### src/rtl/hmac_top.sv
// Simplified PUF-keyed MAC engine: derives a 512-bit key from a PUF response and
// folds a 32-bit word stream into an ipad/opad-masked state. Optional macro: HMAC_MSG_LEN_EN.
module hmac_top (
  input  logic         clk,
  input  logic         reset,
  input  logic         start_puf,
  input  logic         start_hmac,
  input  logic [703:0] puf_input,
  input  logic [31:0]  msg_word,
  input  logic         msg_valid,
  input  logic         msg_last,
  output logic         msg_ready,
  output logic [511:0] puf_key,
  output logic [511:0] hmac_value,
  output logic         done
);

  localparam logic [511:0] IPAD = {64{8'h36}};
  localparam logic [511:0] OPAD = {64{8'h5c}};

  typedef enum logic [2:0] {IDLE, PUF, MSG, FINAL, DONE} state_t;

  state_t       state_reg, state_next;
  logic [511:0] s_reg;
  logic [511:0] puf_key_reg;
  logic [511:0] hmac_reg;
  logic [511:0] puf_fold;
  logic [511:0] mac_next;
  logic [511:0] len_fold;
  logic         accept;
  logic         hmac_entry;

  assign msg_ready  = (state_reg == MSG);
  assign accept     = msg_valid && msg_ready;
  assign hmac_entry = (state_reg == IDLE) && !start_puf && start_hmac;
  assign done       = (state_reg == DONE);
  assign puf_key    = puf_key_reg;
  assign hmac_value = hmac_reg;
  assign puf_fold   = puf_input[511:0] ^ {320'b0, puf_input[703:512]};

  always_comb begin
    state_next = state_reg;
    case (state_reg)
      IDLE: begin
        if (start_puf)       state_next = PUF;
        else if (start_hmac) state_next = MSG;
      end
      PUF:     state_next = DONE;
      MSG:     if (accept && msg_last) state_next = FINAL;
      FINAL:   state_next = DONE;
      DONE:    state_next = IDLE;
      default: state_next = IDLE;
    endcase
  end

`ifdef HMAC_MSG_LEN_EN
  logic [15:0] cnt_reg;

  always_ff @(posedge clk or posedge reset) begin
    if (reset) begin
      cnt_reg <= '0;
    end else if (hmac_entry) begin
      cnt_reg <= '0;
    end else if (accept) begin
      cnt_reg <= cnt_reg + 16'd1;
    end
  end

  assign len_fold = {496'b0, cnt_reg};
`else
  assign len_fold = '0;
`endif

  // Outer masking is applied lane by lane; the length fold only touches the low lane.
  genvar gi;
  generate
    for (gi = 0; gi < 16; gi++) begin : g_lane
      assign mac_next[gi*32 +: 32] = s_reg[gi*32 +: 32] ^ puf_key_reg[gi*32 +: 32]
                                   ^ OPAD[gi*32 +: 32] ^ len_fold[gi*32 +: 32];
    end
  endgenerate

  always_ff @(posedge clk or posedge reset) begin
    if (reset) begin
      state_reg   <= IDLE;
      s_reg       <= '0;
      puf_key_reg <= '0;
      hmac_reg    <= '0;
    end else begin
      state_reg <= state_next;
      if (hmac_entry) s_reg <= puf_key_reg ^ IPAD;
      if (state_reg == PUF) puf_key_reg <= puf_fold;
      // Each accepted word rotates the state left by one lane and mixes into the new low lane.
      if (accept) s_reg <= {s_reg[479:0], s_reg[511:480] ^ msg_word};
      if (state_reg == FINAL) hmac_reg <= mac_next;
    end
  end

endmodule

### config.mk
export PLATFORM = sky130hd
export DESIGN_NAME = hmac_top
export DESIGN_NICKNAME = d
export VERILOG_FILES = /design/src/rtl/hmac_top.sv
export SDC_FILE = /design/constraint.sdc
export NUM_CORES = 2
export LEC_CHECK = 0
export BUFFER_PORTS_ARGS = -buffer_cell sky130_fd_sc_hd__buf_2
export CORE_AREA = 4 4 696 698
export CTS_CLUSTER_DIAMETER = 50
export CTS_CLUSTER_SIZE = 8
export DETAILED_ROUTE_END_ITERATION = 12
export DIE_AREA = 0 0 700 702
export PLACE_DENSITY = 0.38
export SYNTH_ARGS = -nofsm -noshare
export SYNTH_HDL_FRONTEND = slang
export SYNTH_SLANG_ARGS = --single-unit
### constraint.sdc
create_clock -name clk -period 68.2 [get_ports clk]
set_input_delay 10.23 -clock clk [delete_from_list [all_inputs] [get_ports clk]]
set_output_delay 10.23 -clock clk [all_outputs]
set_load 0.1 [all_outputs]
==> results.md <==
* Outcome: finished clean
* Final core utilization at 19.2%
* Cell area after synthesis at between 60000 and 70000 um2
* Die Span X at 700 um
* Maximum level of the CTS H-tree at 5
* Number of top-level pins at 1768
* First-pass detailed-route iteration total at 8
* DRC violations left at 0
* Dominant cells by area after synthesis: sky130_fd_sc_hd__dfrtp_1 (58%), sky130_fd_sc_hd__xnor2_1 (6.1%), sky130_fd_sc_hd__mux2_2 (5.4%), sky130_fd_sc_hd__a2bb2oi_2 (4.5%), sky130_fd_sc_hd__o21ai_0 (3.9%)
* Area delta synth->final at 38.7%
* Sequential share of the synthesized area at 58.1%
* Slew Limit Fails at 0
* Tightest Hold Check Type: reg2reg
* Die span in y at 702 um
* Input/output buffers at 1767
* Top achievable clock speed at 0.0639 GHz
* Number of enable-type register cells in the synthesized netlist at 0
* Unrepaired setup endpoints after global routing: false
* CTS Root Buffer Type: sky130_fd_sc_hd__clkbuf_16
* Final layout net count at 7950
* Count of cells along the worst hold path at 2
* Layout filler cell count at 52.8k
* Placement Rows at 254
* Total Routed Length at 490000 um
* Sink of the worst hold path: hmac_value[328]
* Final count of negative-setup-slack endpoints at 0
* Startpoint of the most critical hold path: hmac_value[328]
* Floorplan Core Area at approximately 480000 um2
* Die area at about 490000 um2
* Setup slack of the worst register-to-register path at ~64 ns
* Aggregate global-route resource usage at 19.2%
* Startpoint type of the worst setup path: primary input
* Share of cells above drive strength 1 at 38.2%
* Count of instances resized after the clock tree is built at 0
* Number of hold violations in the final report at 0
* Worst-case setup slack after placement at 51.38 ns
* Routability Congestion at 0.937
* Worst-path fanout max at 100
* Final setup TNS at 0 ns
* Final worst hold slack at 0.472 ns
* DR iter-0 viols at approximately 4.4k
* CP endpoint kind: asynchronous set/reset pin
* Overall via count from detail_route at 55.4k
* Clock tree from TritonCTS: yes
* RR Startpoint: state_reg[0]
* Reported max-cap violation count at 0
* Largest net degree at the start of global routing at 204
* Per-cell routed wire length at around 35 um
* Most common library cells after synthesis: sky130_fd_sc_hd__dfrtp_1 (1539), sky130_fd_sc_hd__nand2_1 (513), sky130_fd_sc_hd__o21ai_0 (512)
* Combined flip-flop and latch cell area at 38500 um2
* Post-layout worst setup margin at 52.54 ns
* Initial standard-cell utilization of the core at ~14%
* Placed wire-length estimate after detailed placement at between 400000 and 500000 um
* Final critical-path share of the clock period at 23.0%
* Fraction of registers with async set or reset after synthesis at 100%
* Antenna Violating Nets Remaining at 0
* Fin crit period at 15.66 ns
* Total area of multi-input combinational cells at 25900 um2
* Worst Path Arrival at 16.51 ns
* Max-slew headroom at the worst pin at 19.6%
* Wire length of the first global-routing pass at about 620000 um
* Count of hold-fix buffers inserted at cts at 0
* Total CTS buffers at 292
* Register bit total from synthesis at 1539
* Classification of the worst setup path: in2async
* Antenna violations before repair at between 200 and 250
* Cell type with the highest aggregate area in the netlist: sky130_fd_sc_hd__dfrtp_1
* Share of Yosys cell area claimed by the top area cell type at 58.1%
* Number of warnings printed during yosys synthesis at 0
* Post-Syn Instances at approximately 5.5k
* Largest buffer count on any clock path at 4
* Latest clock arrival within the worst-skew pair at between 0.9 and 1 ns
* Clk_skew at 0.0812 ns
* Worst endpoint required time at a little under 70 ns
* Count of different cell masters after synthesis at 29
* Syn Nets at 6207
* Vias per Instance at 3.99
* Post CTS Setup Buffer Count at 0
* Synthesized area per cell at 12.1 um2
* Commonest register cell after synthesis: sky130_fd_sc_hd__dfrtp_1
* Remaining Overflow, GRT at 0
* Critical register-to-register path endpoint: s_reg[147]
* Number of global-route vias before repair at 55.6k
* Count of clock tree sinks at 1539
* Actual transition at the worst max-transition pin at 1.21 ns
* Clock-pin slew on the worst setup and hold paths at 0.05 ns
* Number of cells traversed by the worst register-to-register path at 6
* Cell with the most instances after synthesis: sky130_fd_sc_hd__dfrtp_1
==> how the worst max path moves through the flow <==
stage	slack [ns]	to	start	cells past startpoint
after floorplan	14.55	hmac_value[0]	reset	1
after global placement	51.54	hmac_value[80]	reset	9
after detailed placement	51.38	hmac_value[40]	reset	9
after CTS	52.39	puf_key[50]	reset	9
after global routing	51.69	puf_key[50]	reset	9
final	52.54	s_reg[85]	reset	9
==> worst max-delay path, cell delays in order <==
cell and delay (ns):
sky130_fd_sc_hd__buf_2 0.14, sky130_fd_sc_hd__inv_8 0.53, sky130_fd_sc_hd__buf_4 0.64, sky130_fd_sc_hd__buf_4 0.72, sky130_fd_sc_hd__buf_4 0.74, sky130_fd_sc_hd__buf_4 0.67
sky130_fd_sc_hd__buf_4 0.77, sky130_fd_sc_hd__buf_4 0.69, sky130_fd_sc_hd__buf_4 0.89
==> placed cells by master (no fill, tap or decap), drive strengths merged, types with 26 or more instances in the layout <==
master	instances
clkinv	52
xor2	272
nand2	513
o22ai	256
mux2	320
bufinv	26
o21ai	513
dfrtp	1539
buf	1868
o2bb2ai	256
nor2	195
clkbuf	380
a2bb2oi	481
a21oi	194
xnor2	464
diode	67
==> layer usage <==
layer	wire length, um	part of all wire, %	global-route usage (%)	up-vias
met5	846	0.17	0.243	-
met2	222000	45	30.3	2418
met3	55100	11	8.94	645
met1	198000	40	23.3	29000
li1	-	-	-	23200
met4	14600	3.0	5.09	106
==> cell families after synthesis <==
group                     Yosys count  share of synthesized area [%]
and+or+nand+nor                   717                           4.10
xor gates and xnor gates          736                           9.72
muxes                             320                           5.43
buffers and inverters             421                           2.91
AOI/OAI and AO/OA                1732                           19.8
DFF                              1539                           58.1
==> area by class of cell <==
| class | instances | share of cell area [%] |
|---|---|---|
| Clock inverter | 99 | 1.74 |
| Sequential cell | 1539 | 41.9 |
| Tap cell | 6400 | 8.71 |
| Clock buffer | 380 | 8.75 |
| Inverter | 2 | 0.0163 |
| Antenna cell | 67 | 0.182 |
| Timing Repair Buffer | 1868 | 10.5 |
| Multi-Input combinational cell | 3505 | 28.2 |
==> metrics by stage <==
| step | std cells | instance area (um2) |
|---|---|---|
| after floorplan | 5465 | 66300 |
| after global placement | 13300 | 82200 |
| after detailed placement | 13300 | 82200 |
| after CTS | 13800 | 91800 |
| after global routing | 13800 | 91900 |
| final | 13900 | 92000 |
Power is left out: the tool's default activity adds up to more than one toggle a clock period on the data nets, which glitch-free logic cannot reach.
